<file path="config.mk">
export PLATFORM = sky130hd
export DESIGN_NAME = tank_frame_controller_flat
export DESIGN_NICKNAME = d
export VERILOG_FILES = /design/src/rtl/tank_pkg.sv /design/src/rtl/tank_frame_controller_if.sv /design/src/rtl/tank_step.sv /design/src/rtl/tank_frame_controller.sv /design/src/flat_wrapper.sv
export SDC_FILE = /design/constraint.sdc
export NUM_CORES = 1
export LEC_CHECK = 0
export BUFFER_PORTS_ARGS = -buffer_cell sky130_fd_sc_hd__buf_2
export CORE_MARGIN = 5
export CORE_UTILIZATION = 40
export DETAILED_ROUTE_END_ITERATION = 7
export PLACE_DENSITY = 0.65
export REMOVE_ABC_BUFFERS = 1
export SLEW_MARGIN = 20
export SYNTH_ARGS = -nofsm -noshare
export SYNTH_HDL_FRONTEND = slang
export SYNTH_SLANG_ARGS = --single-unit
</file>
<file path="constraint.sdc">
create_clock -name Clk -period 3.2 [get_ports Clk]
set_input_delay 0.32 -clock Clk [delete_from_list [all_inputs] [get_ports Clk]]
set_output_delay 0.32 -clock Clk [all_outputs]
set_load 0.01 [all_outputs]
</file>
<file path="src/rtl/tank_pkg.sv">
// Shared types and constants for the tank frame controller.
package tank_pkg;

    typedef enum logic [2:0] {
        IDLE,
        CALC_ONE,
        CALC_TWO,
        CHECK,
        COMMIT
    } ctrl_state_t;

    // Command bit positions inside {up, down, left, right}
    localparam int CMD_UP    = 3;
    localparam int CMD_DOWN  = 2;
    localparam int CMD_LEFT  = 1;
    localparam int CMD_RIGHT = 0;

    localparam int SCREEN_W = 640;
    localparam int SCREEN_H = 480;
    localparam int SPRITE   = 32;

    typedef logic [9:0] pos_t;

    // Larger minus smaller, so the distance never wraps
    function automatic pos_t abs_diff(input pos_t a, input pos_t b);
        return (a >= b) ? (a - b) : (b - a);
    endfunction

endpackage

</file>
<file path="src/rtl/tank_frame_controller_if.sv">
// Bus between the frame controller, the VGA timing source and color_mapper.
interface tank_frame_controller_if;
    import tank_pkg::*;

    logic       frame_clk;
    logic [3:0] TankOneCmd;
    logic [3:0] TankTwoCmd;
    pos_t       TankOneX;
    pos_t       TankOneY;
    pos_t       TankTwoX;
    pos_t       TankTwoY;
    logic       busy;
    logic       collide;
    logic       overrun;

    // Controller side
    modport slave (
        input  frame_clk, TankOneCmd, TankTwoCmd,
        output TankOneX, TankOneY, TankTwoX, TankTwoY, busy, collide, overrun
    );

    // Stimulus / consumer side
    modport master (
        output frame_clk, TankOneCmd, TankTwoCmd,
        input  TankOneX, TankOneY, TankTwoX, TankTwoY, busy, collide, overrun
    );

endinterface

</file>
<file path="src/rtl/tank_step.sv">
// Combinational one-frame step of a single tank on both axes.
// TANK_WRAP_EN selects a toroidal screen; otherwise positions saturate at the edges.
module tank_step
    import tank_pkg::*;
#(
    parameter int STEP  = 2,
    parameter int X_MAX = 608,
    parameter int Y_MAX = 448
) (
    input  pos_t       x,
    input  pos_t       y,
    input  logic [3:0] cmd,
    output pos_t       x_next,
    output pos_t       y_next
);

    localparam pos_t STEP_P = STEP[9:0];

    genvar gi;
    generate
        for (gi = 0; gi < 2; gi++) begin : g_axis
            // Axis 0 is X (left/right), axis 1 is Y (up/down)
            localparam pos_t MAX     = (gi == 0) ? X_MAX[9:0] : Y_MAX[9:0];
            localparam int   DEC_BIT = (gi == 0) ? CMD_LEFT : CMD_UP;
            localparam int   INC_BIT = (gi == 0) ? CMD_RIGHT : CMD_DOWN;

            pos_t p;
            pos_t res;
            logic dec;
            logic inc;

            assign p   = (gi == 0) ? x : y;
            assign dec = cmd[DEC_BIT];
            assign inc = cmd[INC_BIT];

            // Opposing commands cancel; otherwise move one step, handling the edge
            always_comb begin
                res = p;
                if (dec && !inc) begin
                    if (p < STEP_P) begin
`ifdef TANK_WRAP_EN
                        res = MAX + 10'd1 - (STEP_P - p);
`else
                        res = '0;
`endif
                    end else begin
                        res = p - STEP_P;
                    end
                end else if (inc && !dec) begin
                    if (p > MAX - STEP_P) begin
`ifdef TANK_WRAP_EN
                        res = p + STEP_P - (MAX + 10'd1);
`else
                        res = MAX;
`endif
                    end else begin
                        res = p + STEP_P;
                    end
                end
            end
        end
    endgenerate

    assign x_next = g_axis[0].res;
    assign y_next = g_axis[1].res;

endmodule

</file>
<file path="src/rtl/tank_frame_controller.sv">
// Per-frame position sequencer for the two tank sprites. One shared step unit
// computes each tank's candidate in turn; overlapping candidates are rejected.
// Optional macro TANK_WRAP_EN (in tank_step) makes the screen toroidal.
module tank_frame_controller
    import tank_pkg::*;
#(
    parameter int STEP   = 2,
    parameter int SPRITE = 32,
    parameter int X_MAX  = 608,
    parameter int Y_MAX  = 448,
    parameter int ONE_X0 = 32,
    parameter int ONE_Y0 = 224,
    parameter int TWO_X0 = 576,
    parameter int TWO_Y0 = 224
) (
    input  logic                     Clk,
    input  logic                     Reset,
    tank_frame_controller_if.slave   bus
);

    localparam pos_t SPRITE_P = SPRITE[9:0];

    ctrl_state_t state_reg, state_next;
    logic        sync1_reg, sync2_reg, sync3_reg;
    logic        frame_tick;
    logic [3:0]  cmd_one_reg, cmd_two_reg;
    pos_t        cand_one_x_reg, cand_one_y_reg, cand_two_x_reg, cand_two_y_reg;
    pos_t        one_x_reg, one_y_reg, two_x_reg, two_y_reg;
    logic        overlap_reg;
    logic        overrun_reg;
    pos_t        step_x_in, step_y_in, step_x_out, step_y_out;
    logic [3:0]  step_cmd;

    // Two-flop synchronizer for frame_clk plus a delay flop for edge detection
    always_ff @(posedge Clk or posedge Reset) begin
        if (Reset) begin
            sync1_reg <= 1'b0;
            sync2_reg <= 1'b0;
            sync3_reg <= 1'b0;
        end else begin
            sync1_reg <= bus.frame_clk;
            sync2_reg <= sync1_reg;
            sync3_reg <= sync2_reg;
        end
    end

    assign frame_tick = sync2_reg & ~sync3_reg;

    // Shared step unit: tank two's operands only during CALC_TWO
    assign step_x_in = (state_reg == CALC_TWO) ? two_x_reg : one_x_reg;
    assign step_y_in = (state_reg == CALC_TWO) ? two_y_reg : one_y_reg;
    assign step_cmd  = (state_reg == CALC_TWO) ? cmd_two_reg : cmd_one_reg;

    tank_step #(
        .STEP  (STEP),
        .X_MAX (X_MAX),
        .Y_MAX (Y_MAX)
    ) u_step (
        .x      (step_x_in),
        .y      (step_y_in),
        .cmd    (step_cmd),
        .x_next (step_x_out),
        .y_next (step_y_out)
    );

    // FSM state register
    always_ff @(posedge Clk or posedge Reset) begin
        if (Reset) state_reg <= IDLE;
        else       state_reg <= state_next;
    end

    // Fixed five-state sequence started by a frame tick
    always_comb begin
        state_next = state_reg;
        case (state_reg)
            IDLE:     if (frame_tick) state_next = CALC_ONE;
            CALC_ONE: state_next = CALC_TWO;
            CALC_TWO: state_next = CHECK;
            CHECK:    state_next = COMMIT;
            COMMIT:   state_next = IDLE;
            default:  state_next = IDLE;
        endcase
    end

    // Datapath: latch commands, capture candidates, test overlap, commit
    always_ff @(posedge Clk or posedge Reset) begin
        if (Reset) begin
            cmd_one_reg    <= '0;
            cmd_two_reg    <= '0;
            cand_one_x_reg <= '0;
            cand_one_y_reg <= '0;
            cand_two_x_reg <= '0;
            cand_two_y_reg <= '0;
            overlap_reg    <= 1'b0;
            one_x_reg      <= ONE_X0[9:0];
            one_y_reg      <= ONE_Y0[9:0];
            two_x_reg      <= TWO_X0[9:0];
            two_y_reg      <= TWO_Y0[9:0];
        end else begin
            case (state_reg)
                IDLE: begin
                    if (frame_tick) begin
                        cmd_one_reg <= bus.TankOneCmd;
                        cmd_two_reg <= bus.TankTwoCmd;
                    end
                end
                CALC_ONE: begin
                    cand_one_x_reg <= step_x_out;
                    cand_one_y_reg <= step_y_out;
                end
                CALC_TWO: begin
                    cand_two_x_reg <= step_x_out;
                    cand_two_y_reg <= step_y_out;
                end
                CHECK: begin
                    overlap_reg <= (abs_diff(cand_one_x_reg, cand_two_x_reg) < SPRITE_P) &&
                                   (abs_diff(cand_one_y_reg, cand_two_y_reg) < SPRITE_P);
                end
                COMMIT: begin
                    if (!overlap_reg) begin
                        one_x_reg <= cand_one_x_reg;
                        one_y_reg <= cand_one_y_reg;
                        two_x_reg <= cand_two_x_reg;
                        two_y_reg <= cand_two_y_reg;
                    end
                end
                default: ;
            endcase
        end
    end

    // Sticky flag for frame ticks that arrive while a sequence is running
    always_ff @(posedge Clk or posedge Reset) begin
        if (Reset)                                 overrun_reg <= 1'b0;
        else if (frame_tick && state_reg != IDLE)  overrun_reg <= 1'b1;
    end

    assign bus.TankOneX = one_x_reg;
    assign bus.TankOneY = one_y_reg;
    assign bus.TankTwoX = two_x_reg;
    assign bus.TankTwoY = two_y_reg;
    assign bus.busy     = (state_reg != IDLE);
    assign bus.collide  = (state_reg == COMMIT) && overlap_reg;
    assign bus.overrun  = overrun_reg;

endmodule

</file>
<file path="src/flat_wrapper.sv">
// flat-port wrapper written by rule: the top's interface ports become plain ports
module tank_frame_controller_flat import tank_pkg::*;
#(
    parameter int STEP   = 2,
    parameter int SPRITE = 32,
    parameter int X_MAX  = 608,
    parameter int Y_MAX  = 448,
    parameter int ONE_X0 = 32,
    parameter int ONE_Y0 = 224,
    parameter int TWO_X0 = 576,
    parameter int TWO_Y0 = 224
)
  (Clk, Reset, bus_frame_clk, bus_TankOneCmd, bus_TankTwoCmd, bus_TankOneX, bus_TankOneY, bus_TankTwoX, bus_TankTwoY, bus_busy, bus_collide, bus_overrun);
  tank_frame_controller_if bus_i ();
  input  logic Clk;
  input  logic Reset;
  input wire logic [$bits(bus_i.frame_clk)-1:0] bus_frame_clk;
  input wire logic [$bits(bus_i.TankOneCmd)-1:0] bus_TankOneCmd;
  input wire logic [$bits(bus_i.TankTwoCmd)-1:0] bus_TankTwoCmd;
  output wire logic [$bits(bus_i.TankOneX)-1:0] bus_TankOneX;
  output wire logic [$bits(bus_i.TankOneY)-1:0] bus_TankOneY;
  output wire logic [$bits(bus_i.TankTwoX)-1:0] bus_TankTwoX;
  output wire logic [$bits(bus_i.TankTwoY)-1:0] bus_TankTwoY;
  output wire logic [$bits(bus_i.busy)-1:0] bus_busy;
  output wire logic [$bits(bus_i.collide)-1:0] bus_collide;
  output wire logic [$bits(bus_i.overrun)-1:0] bus_overrun;
  assign bus_i.frame_clk = bus_frame_clk;
  assign bus_i.TankOneCmd = bus_TankOneCmd;
  assign bus_i.TankTwoCmd = bus_TankTwoCmd;
  assign bus_TankOneX = bus_i.TankOneX;
  assign bus_TankOneY = bus_i.TankOneY;
  assign bus_TankTwoX = bus_i.TankTwoX;
  assign bus_TankTwoY = bus_i.TankTwoY;
  assign bus_busy = bus_i.busy;
  assign bus_collide = bus_i.collide;
  assign bus_overrun = bus_i.overrun;
  tank_frame_controller #(.STEP(STEP), .SPRITE(SPRITE), .X_MAX(X_MAX), .Y_MAX(Y_MAX), .ONE_X0(ONE_X0), .ONE_Y0(ONE_Y0), .TWO_X0(TWO_X0), .TWO_Y0(TWO_Y0)) u_core (.Clk(Clk), .Reset(Reset), .bus(bus_i));
endmodule
</file>
---- Word level (Yosys, flattened, before mapping) ----
Index checks and enable logic that the tools add are counted.
word-level totals
  register bits after elaboration ......... 96
  output and inout bits ................... 43
cells by class
  order comparisons ....................... 8
  bitwise operators ....................... 3
  add/subtract/negate cells ............... 8
  equal/unequal tests ..................... 5
  reduce and logical (&&, ||, !) cells .... 15
  mux-type cells .......................... 15
operators with widths
  kind                     number
  $mux W10                 12
  $sub A10 B10 Y10         4
  $add A10 B2 Y10 const B  2
  $ge A10 B10 Y1           2
  $lt A10 B2 Y1 const B    2
  $lt A10 B6 Y1 const B    2
  $sub A10 B2 Y10 const B  2
  $pmux W3 S4              1
  $gt A10 B10 Y1 const B   1
  $gt A10 B9 Y1 const B    1
  $logic_and A1 B1 Y1      7
  $eq A3 B2 Y1 const B     2
  $logic_not A1 Y1         4
  $mux W4                  1
  $reduce_and A2 Y1        2
  $eq A3 B1 Y1 const B     1
  $eq A3 B3 Y1 const B     1
  $logic_not A3 Y1         1
  $mux W3                  1
  $reduce_bool A3 Y1       1
  $ne A2 B1 Y1 const B     1
  $not A1 Y1               2
  $and A1 B1 Y1            1

---- Depth between registers and ports, before layout ----
Gate-level depths: netlist (run 1).
  depth in word-level cells ............... 6
  gate-level depth with buffers ........... 15
  gate-level depth less buffers ........... 11

---- Cells and area by module ----
From an unflattened synthesis (run 1), not the netlist that was laid out.
second synthesis, totals
  cells, all modules ...................... 654
  area, all modules ....................... 6354.8 µm²
modules (own cells, without submodules)
  module                 area an instance (µm²)  cells each  instances
  tank_frame_controller  5253.8                  485         1
  tank_step              1101.1                  169         1

---- Worst setup path after synthesis (run 1) ----
OpenSTA, ideal clock, no wires.
  kind .................................... reg-to-reg
  start point ............................. register u_core.state_reg[2]
  end point ............................... register u_core.cand_two_y_reg[7]
  stages on the path, launching flop included .. 15
  data arrival time ....................... 2.543 ns
  setup slack ............................. 0.522 ns
  cells stage by stage .................... dfrtp_1 nor3b_2 buf_6 buf_6 buf_2 buf_2 nand2_1 nand2_1 ha_1 nand2_1 nor2_1 a311oi_1 a41o_1 nor4_2 o21ai_0
between the ends
  longest elaborated chain between the ends .. 6
  elaborated cells on any way between the ends .. 15
RTL lines
  what                                             RTL line                                                                                text
  start, declared                                  tank_frame_controller.sv:23                                                             ctrl_state_t state_reg, state_next;
  start signal, assigned                           tank_frame_controller.sv:69                                                             else state_reg <= state_next;
  $eq A3 B2 Y1 *                                   tank_frame_controller.sv:51, tank_frame_controller.sv:52, tank_frame_controller.sv:100
  $mux W10 or $mux W4 (tied branches)              tank_frame_controller.sv:51, tank_frame_controller.sv:52
  $add A10 B2 Y10 (tied with other cells)          tank_step.sv:57                                                                         res = p + STEP_P;
  $mux W10 or $logic_and A1 B1 Y1 (tied branches)  tank_step.sv:50, tank_step.sv:49
  $mux W10                                         tank_step.sv:49                                                                         end else if (inc && !dec) begin
  $mux W10                                         tank_step.sv:39                                                                         if (dec && !inc) begin
  end signal, assigned                             tank_frame_controller.sv:113                                                            cand_two_y_reg <= step_y_out;
  end, declared                                    tank_frame_controller.sv:27                                                             pos_t cand_one_x_reg, cand_one_y_reg, cand_two_x_reg, cand_two_y_reg;
Every way passes the cells marked *; elsewhere a longest branch is shown, timed or not.
A chain may end at the register's enable or synchronous reset.

---- Final worst setup path (run 1) ----
  start point ............................. register u_core.state_reg[2]
  end point ............................... register u_core.cand_two_y_reg[3]
Same word-level chain as after synthesis.

==> results of run 1 <==
-- report_power, final --
part / switching [mW] / total (mW) / internal (mW)
Combinational: 2.76 / 4.81 / 2.05
Clock: 0.480 / 1.33 / 0.850
Sequential: 0.471 / 2.11 / 1.64
-- through the flow --
stage          total power, mW  std cells
3_5_place_dp              6.91        888
5_1_grt                   8.94        904
6_report                  8.26        904
2_1_floorplan             5.48        630
3_3_place_gp              6.79        888
4_1_cts                   8.29        904
-- cells in the mapped netlist, drive strengths merged (8+ instances only) --
cell type / count
clkbuf: 14
a21oi: 27
or3: 11
mux2: 55
nor2: 37
ha: 42
dfrtp: 87
inv: 51
nand3: 11
mux2i: 23
nor2b: 8
nand2: 73
nor3: 21
o21ai: 56
dfstp: 9
-- worst max path at each step --
stage,startpoint,to,slack [ns]
3_5_place_dp,u_core.state_reg[1]$_DFFE_PP0P_,u_core.cand_one_x_reg[5]$_DFFE_PP0P_,0.30
3_3_place_gp,u_core.state_reg[1]$_DFFE_PP0P_,u_core.cand_one_x_reg[3]$_DFFE_PP0P_,0.33
4_1_cts,u_core.state_reg[1]$_DFFE_PP0P_,u_core.cand_two_y_reg[3]$_DFFE_PP0P_,0.28
2_1_floorplan,u_core.state_reg[0]$_DFFE_PP0P_,u_core.bus.TankOneX[5]$_DFFE_PP1P_,-2.13
5_1_grt,u_core.state_reg[2]$_DFFE_PP0P_,u_core.cand_one_y_reg[7]$_DFFE_PP0P_,0.006
6_report,u_core.state_reg[2]$_DFFE_PP0P_,u_core.cand_two_y_reg[3]$_DFFE_PP0P_,0.27
-- worst reg2reg max path, delay by kind of cell, from the launching register on --
family	cells	cell delay, ns
multiplexers	2	0.69
flip-flops	1	0.48
buffers and inverters	1	0.28
AO/OA/AOI/OAI	3	0.64
AND/OR/NAND/NOR	3	0.73
-- metal layers --
layer	vias up	GRT usage, %	part of all wire (%)
li1	2438	-	-
met1	2423	21.2	42
met2	126	34.2	52
met3	36	3.87	3.4
met4	0	6.96	3.3
met5	-	0	0
-- cell type report --
cell class,instances,area [um2]
tap,188,235
inverter,51,194
timing repair buffer,70,405
fill,1456,8070
multi-input combinational,483,3520
clock buffer,10,229
sequential,96,2410
clock inverter,6,140
-- cell families after synthesis --
logic type,after synthesis,synth area share (%)
simple gates,205,16.7
compound gates,148,15.8
flops,96,38.8
mux,78,14.0
buf+inv,72,4.75
fa+ha+maj,42,8.45
xor+xnor,10,1.41
==> impl_metrics.yaml, run 1 <==
timing:
  slew_headroom_pct: 30.4
  max_freq_ghz: 0.342
  period_needed_ns: 2.93
  whs_ns: -0.000436
  fin_crit_sh_pct: 91.4
  tightestPinTransition_ns: 1.03
  fin_tns_setup_ns: 0
  setup_slack_ns: 0.274
  setup_viol: 0
  final_hold_viol_count: 1
  finClkSkew_ns: 0.0111
  drv_slew: 0
  rsz0062_at_grt: "no"
logic_synthesis:
  synthFlopType: "dfrtp_1"
  synth_cell_types: 74
  yosys_warnings: 0
  syn-instance-count: 651
  yosys.area.top_type: "dfrtp_1"
  synth_top_area_share_pct: 35.0
  seq_area_frac_synth_pct: 38.8
  synth-edff-count: 0
  syn_area_um2: 6220
  ys_seq_elements: 96
  syn_area_per_cell_um2: 9.55
  postSynth.asyncResetShare_pct: 100
  synth_area_leaders: "dfrtp_1 35%, mux2_2 9.4%, ha_1 8.5%"
floorplan:
  start_util_pct: 40.9
  num_io_pins: 54
  rows: 45
  core_um2: 15200
  dieArea_um2: 18100
  die_x_um: 135
  die_y_um: 135
grt:
  grt_max_degree: 41
  grtUsageTotal_pct: 18.6
  antenna_found_initial: 0
  overflow: 0
  grt_pass1_vias: 5116
  grt_pass1_wl_um: 26600
layout:
  final_common_cell: "dfrtp_1"
  finish.instance_area_um2: 7140
  drive_above_1_share_pct: 23.9
  antenna_cells: 0
  area_growth_pct: 14.8
  fin_nets: 764
  fin_util_pct: 46.9
  final_cell_mix: "87 x dfrtp_1, 72 x nand2_1, 53 x buf_2"
clock_network:
  cts_buffers: 9
  clock_latency_ns: 0.35
  root_buffer: "clkbuf_16"
  cts_buffer_depth: 2
  ctsResizeCount: 0
  path_clk_slew_ns: 0.07
  postCtsSetupBuffers: 0
  cts_tree: "yes"
  hold_buffers: 0
  ctsHtreeMaxLevel: 3
  clkSinkCount: 96
critical_path:
  path_cells: "nor3b_4 -> buf_12 -> mux2i_4 -> nor4b_2 -> nand2_2 -> o21ai_4 -> o22ai_2 -> o21a_1 -> mux2_4"
  path_buf_inv: 1
  ff2ff_setup_slack_ns: 0.27
  cp_max_fo: 35
  max_stage_delay_ns: 0.48
  worst-path-stages: 9
  r2r_end: "u_core.cand_two_y_reg[3]$_DFFE_PP0P_"
  start_kind: "flip-flop"
  slowest_stage: "dfrtp_1"
  cp_top_family: "simple AND/OR/NAND/NOR gates"
  crit_required_ns: 3.44
  worstPathArrival_ns: 3.16
  reg2reg_depth: 9
  reg2reg_from: "u_core.state_reg[2]$_DFFE_PP0P_"
  crit_path_end_kind: "flip-flop"
  critPathKind: "flip-flop to flip-flop"
routing:
  wirelength_um: 16200
  wl_per_cell_um: 17.9
  drtPass1Iterations: 5
  route.vias.total: 5023
  drc: 0
  drt_iter0_markers: 253
  ant_nets: 0
  vias_per_cell: 5.56
place:
  place.gp.congestion: 0.892
  portBuffers: 53
  placed_area_um2: 6770
  dp_hpwl_um: 12200
  pre_cts_slack_ns: 0.297
run:
  drv_cap: 0
min_path:
  holdCritPathClass: "input port to asynchronous set/reset pin"
run_status:
  violations: "hold timing"
  status: "finished, violations left"
power_and_ir_drop:
  max-vdd-ir-drop_v: 0.000672
  power_density_nw_per_um2: 1160
  p_leak_nw: 3.32
Note: power is estimated with default switching activity, not from simulation.
==> run 2, diff against run 1 <==
==> constraint.sdc (replaced) <==
create_clock -name Clk -period 2.9 [get_ports Clk]
set_input_delay 0.29 -clock Clk [delete_from_list [all_inputs] [get_ports Clk]]
set_output_delay 0.29 -clock Clk [all_outputs]
set_load 0.01 [all_outputs]
==> impl_metrics.yaml, run 2 (synthesis results as in run 1) <==
clock_network:
  path_clk_slew_ns: 0.07
  clkSinkCount: 96
  clock_latency_ns: 0.35
  cts_buffers: 9
  cts_tree: "yes"
  ctsHtreeMaxLevel: 3
  cts_buffer_depth: 2
  root_buffer: "clkbuf_16"
grt:
  grtUsageTotal_pct: 18.5
  overflow: 0
  antenna_found_initial: 0
  grt_pass1_vias: 5232
  grt_pass1_wl_um: 26800
  grt_max_degree: 97
critical_path:
  path_cells: "or3b_4 -> buf_12 -> or3_1 -> a21oi_1 -> o21ai_2 -> a21boi_4 -> o32ai_1 -> a211oi_2 -> o21ai_1"
  cp_max_fo: 24
  critPathKind: "flip-flop to flip-flop"
  worstPathArrival_ns: 2.97
  slowest_stage: "dfrtp_1"
  cp_top_family: "compound AO/OA/AOI/OAI gates"
  crit_required_ns: 3.10
  crit_path_end_kind: "flip-flop"
  start_kind: "flip-flop"
  max_stage_delay_ns: 0.46
  path_buf_inv: 1
floorplan:
  rows: 45
  die_x_um: 135
  start_util_pct: 40.9
  die_y_um: 135
  dieArea_um2: 18100
  num_io_pins: 54
  core_um2: 15200
power_and_ir_drop:
  power_density_nw_per_um2: 1270
  total_power_mw: 9.29
  max-vdd-ir-drop_v: 0.000683
  p_leak_nw: 3.42
layout:
  final_common_cell: "dfrtp_1"
  fin_nets: 784
  fillers: 1426
  antenna_cells: 0
  final_cell_mix: "87 x dfrtp_1, 72 x nand2_1, 53 x buf_2"
  area_growth_pct: 17.5
  drive_above_1_share_pct: 27.0
run:
  drv_cap: 0
min_path:
  holdCritPathClass: "input port to flip-flop"
timing:
  slew_headroom_pct: 47.9
  rsz0062_at_grt: "no"
  fin_crit_sh_pct: 95.3
  drv_slew: 0
  max_freq_ghz: 0.362
  tightestPinTransition_ns: 0.781
  setup_slack_ns: 0.137
  setup_viol: 0
  finClkSkew_ns: 0.00538
  final_hold_viol_count: 0
  period_needed_ns: 2.76
place:
  pre_cts_slack_ns: 0.0443
  place.gp.congestion: 0.919
  portBuffers: 53
  dp_hpwl_um: 12100
routing:
  wirelength_um: 16300
  ant_nets: 0
  drc: 0
  vias_per_cell: 5.48
  wl_per_cell_um: 17.6
  route.vias.total: 5067
  drt_iter0_markers: 220
  drtPass1Iterations: 4
run_status:
  status: "complete, no violations"
==> run 2: changes by cell type in the layout (fill, tap and decap cells not counted), moves of 2 or more <==
cell / before / now
mux2i_2: 0 / 3
bufinv_16: 4 / 2
buf_12: 1 / 3
mux2i_1: 22 / 19
buf_4: 16 / 33
==> run 2: layout make-up <==
type | count | area (um2) | share of cell area (%)
Multi-Input combinational cell | 483 | 3560 | 48.7
Sequential cell | 96 | 2410 | 33.0
Timing Repair Buffer | 90 | 584 | 8.00
Tap cell | 188 | 235 | 3.22
Clock buffer | 10 | 229 | 3.13
Inverter | 51 | 194 | 2.66
Clock inverter | 6 | 91.3 | 1.25
==> run 2: power by group <==
part | internal, mW | switching (mW) | total (mW)
combinational | 2.52 | 3.16 | 5.68
sequential | 1.81 | 0.495 | 2.31
clock | 0.761 | 0.537 | 1.30
total | 5.09 | 4.20 | 9.29
==> run 2: per-layer routing <==
layer,vias to the layer above,global-route usage (%),routed length (um)
met3,29,3.76,578
li1,2487,-,-
met2,103,33.3,8370
met4,0,6.22,469
met1,2448,21.9,6830
met5,-,0,0
==> run 2: worst paths after layout <==
check,end,slack (ns),cells after the start,start
setup / recovery,u_core.cand_one_y_reg[5]$_DFFE_PP0P_,0.14,9,u_core.state_reg[2]$_DFFE_PP0P_
hold / removal,u_core.sync1_reg$_DFF_PP0_,0.04,1,bus_frame_clk
setup reg to reg,u_core.cand_one_y_reg[5]$_DFFE_PP0P_,0.14,9,u_core.state_reg[2]$_DFFE_PP0P_
hold reg to reg,u_core.sync2_reg$_DFF_PP0_,0.36,0,u_core.sync1_reg$_DFF_PP0_
max in group asynchronous,u_core.bus.TankOneY[7]$_DFFE_PP1P_,2.43,3,Reset
min in group asynchronous,u_core.bus.TankOneX[1]$_DFFE_PP0P_,0.05,3,Reset
==> run 2: what timing repair did <==
item | CTS | global route
hold endpoints to repair | 0 | 0
pin swaps | 1 | 3
cloned | 0 | 0
buffers inserted | 1 | 6
setup endpoints to repair | 2 | 20
hold buffers | 0 | 0
gates resized for setup | 0 | 11
==> run 2: worst reg2reg max path: stages (launching register included) <==
cell,delay (ns)
dfrtp_1,0.46
or3b_4,0.46
buf_12,0.18
or3_1,0.38
a21oi_1,0.19
o21ai_2,0.12
a21boi_4,0.28
o32ai_1,0.14
a211oi_2,0.33
o21ai_1,0.09
==> run 2: metrics by stage <==
| stage | util [%] | hold slack (ns) | TNS [ns] | std cells | area, um2 |
|---|---|---|---|---|---|
| 2_1_floorplan | - | 0.321 | -129.11 | 630 | 6110 |
| 3_3_place_gp | 45.3 | 0.338 | 0 | 901 | 6890 |
| 3_5_place_dp | 45.3 | 0.352 | 0 | 901 | 6890 |
| 4_1_cts | 47.5 | 0.0280 | 0 | 918 | 7220 |
| 5_1_grt | 48.0 | 0.0234 | 0 | 924 | 7300 |
| 6_report | 48.0 | 0.0402 | 0 | 924 | 7300 |
==> run 3, diff against run 2 <==
--- a/config.mk
+++ b/config.mk
@@ -9,7 +9,8 @@
 export CORE_MARGIN = 5
 export CORE_UTILIZATION = 40
 export DETAILED_ROUTE_END_ITERATION = 7
-export PLACE_DENSITY = 0.65
+export MAX_ROUTING_LAYER = met4
+export PLACE_DENSITY = 0.54
 export REMOVE_ABC_BUFFERS = 1
 export SLEW_MARGIN = 20
 export SYNTH_ARGS = -nofsm -noshare
==> impl_metrics.yaml, run 3 (synthesis results as in run 1) <==
run_status:
  status: "complete, no violations"
grt:
  grt_pass1_vias: 5125
  grtUsageTotal_pct: 19.3
  grt_max_degree: 88
  grt_pass1_wl_um: 26900
  antenna_found_initial: 0
  overflow: 0
routing:
  route.top_layer_used: "met4"
  wl_met1_um: 7290
  vias_per_cell: 5.47
  drtPass1Iterations: 8
  wirelength_um: 16700
  drt_iter0_markers: 276
  dr_wl_met2_um: 8490
  ant_nets: 0
  route.vias.total: 5122
  drc: 0
  wl_per_cell_um: 17.8
  route.met3.wl_um: 550
clock_network:
  path_clk_slew_ns: 0.07
  cts_buffer_depth: 2
  ctsHtreeMaxLevel: 3
  cts_tree: "yes"
  hold_buffers: 0
  clkSinkCount: 96
  clock_latency_ns: 0.35
  cts_buffers: 9
  root_buffer: "clkbuf_16"
power_and_ir_drop:
  max-vdd-ir-drop_v: 0.000493
  total_power_mw: 9.44
  switching_share_pct: 45.1
  p_leak_nw: 3.48
  seq_power_share_pct: 24.2
  power_switching_mw: 4.25
  p_int_mw: 5.18
  p_comb_share_pct: 61.7
  clkPwrFrac_pct: 14.0
  power_density_nw_per_um2: 1270
layout:
  drive_above_1_share_pct: 28.3
  antenna_cells: 0
  final_cell_mix: "87 x dfrtp_1, 72 x nand2_1, 53 x buf_2"
  fin_util_pct: 48.8
  fin_nets: 796
  area_growth_pct: 19.3
  fillers: 1469
  final_common_cell: "dfrtp_1"
place:
  dp_hpwl_um: 12500
  place.gp.congestion: 0.944
  portBuffers: 53
timing:
  period_needed_ns: 2.78
  fin_crit_sh_pct: 95.9
  rsz0062_at_grt: "yes"
  final_hold_viol_count: 0
  slew_headroom_pct: 44.7
  finClkSkew_ns: 0.00672
  fin_tns_setup_ns: 0
  setup_viol: 0
  tightestPinTransition_ns: 0.829
  max_freq_ghz: 0.360
  drv_slew: 0
critical_path:
  slowest_stage: "dfrtp_1"
  max_stage_delay_ns: 0.41
  path_cells: "buf_6 -> or3b_4 -> buf_12 -> or3_4 -> a21oi_2 -> o21ai_2 -> a21boi_4 -> buf_6 -> o22ai_2 -> o21a_1 -> mux2_4"
  crit_required_ns: 3.14
  critPathKind: "flip-flop to flip-flop"
  crit_path_end_kind: "flip-flop"
  start_kind: "flip-flop"
  worstPathArrival_ns: 3.02
  cpMostUsedCell: "buf_6"
  cp_max_fo: 9
floorplan:
  num_io_pins: 54
  start_util_pct: 40.9
  die_x_um: 135
  rows: 45
  dieArea_um2: 18100
  core_um2: 15200
  die_y_um: 135
run:
  drv_cap: 0
min_path:
  holdCritPathClass: "input port to flip-flop"
## run 3: cell count changes in the layout (fill, tap and decap cells not counted), sizes merged
cell,delta
o21ai,+1
inv,-1
buf,+11
clkbuf,+1
## run 3: area by class of cell
cell class,count,area [um2],area share [%]
Inverter,51,196,2.65
Tap cell,188,235,3.17
Timing Repair Buffer,101,666,8.98
Clock buffer,11,253,3.41
Multi-Input combinational cell,484,3570,48.2
Sequential cell,96,2410,32.5
Clock inverter,5,78.8,1.06
## run 3: worst paths after layout
path,start,endpoint,slack [ns],cells after the start
max,u_core.state_reg[0]$_DFFE_PP0P_,u_core.cand_two_y_reg[3]$_DFFE_PP0P_,0.12,11
min,bus_frame_clk,u_core.sync1_reg$_DFF_PP0_,0.05,1
max reg2reg,u_core.state_reg[0]$_DFFE_PP0P_,u_core.cand_two_y_reg[3]$_DFFE_PP0P_,0.12,11
min reg2reg,u_core.sync1_reg$_DFF_PP0_,u_core.sync2_reg$_DFF_PP0_,0.36,0
max in group asynchronous,Reset,u_core.bus.TankTwoX[7]$_DFFE_PP0P_,2.20,3
min in group asynchronous,Reset,u_core.bus.TankTwoX[1]$_DFFE_PP0P_,0.10,2
## run 3: timing repair
| item | 4_1_cts | 5_1_grt |
|---|---|---|
| pin swaps | 2 | 3 |
| setup endpoints to repair | 6 | 18 |
| gates resized for setup | 2 | 16 |
| cloned | 0 | 1 |
| buffers inserted | 5 | 7 |
## run 3: layer usage
| metal | track usage, % | vias to the layer above |
|---|---|---|
| li1 | - | 2507 |
| met1 | 23.6 | 2491 |
| met2 | 33.2 | 101 |
| met3 | 3.09 | 23 |
| met4 | 5.03 | 0 |
| met5 | - | - |
## run 3: metrics by stage
step                      instance area (um2)  std cells  hold slack (ns)  worst slack, ns
after CTS                                7290        928           0.0380          0.00482
final                                    7420        936           0.0502            0.120
after global routing                     7420        936           0.0364          -0.0112
after global placement                   6910        907            0.349           0.0286
after floorplan                          6110        630            0.321            -2.43
after detailed placement                 6910        907            0.345          -0.0772
## run 3: power by group through the flow
stage	clock (mW)	sequential [mW]	combinational [mW]
2_1_floorplan	0	2.25	3.80
3_3_place_gp	0	2.30	5.51
3_5_place_dp	0	2.31	5.59
4_1_cts	1.36	2.29	5.66
5_1_grt	1.42	2.37	6.46
6_report	1.33	2.29	5.82
## run 3: worst max-delay path, delay by kind of cell (launching register included)
kind                   cells  cell delay [ns]
flip-flops                 1             0.41
AO/OA/AOI/OAI              5             0.78
buffers and inverters      3             0.44
AND/OR/NAND/NOR            2             0.77
multiplexers               1             0.26
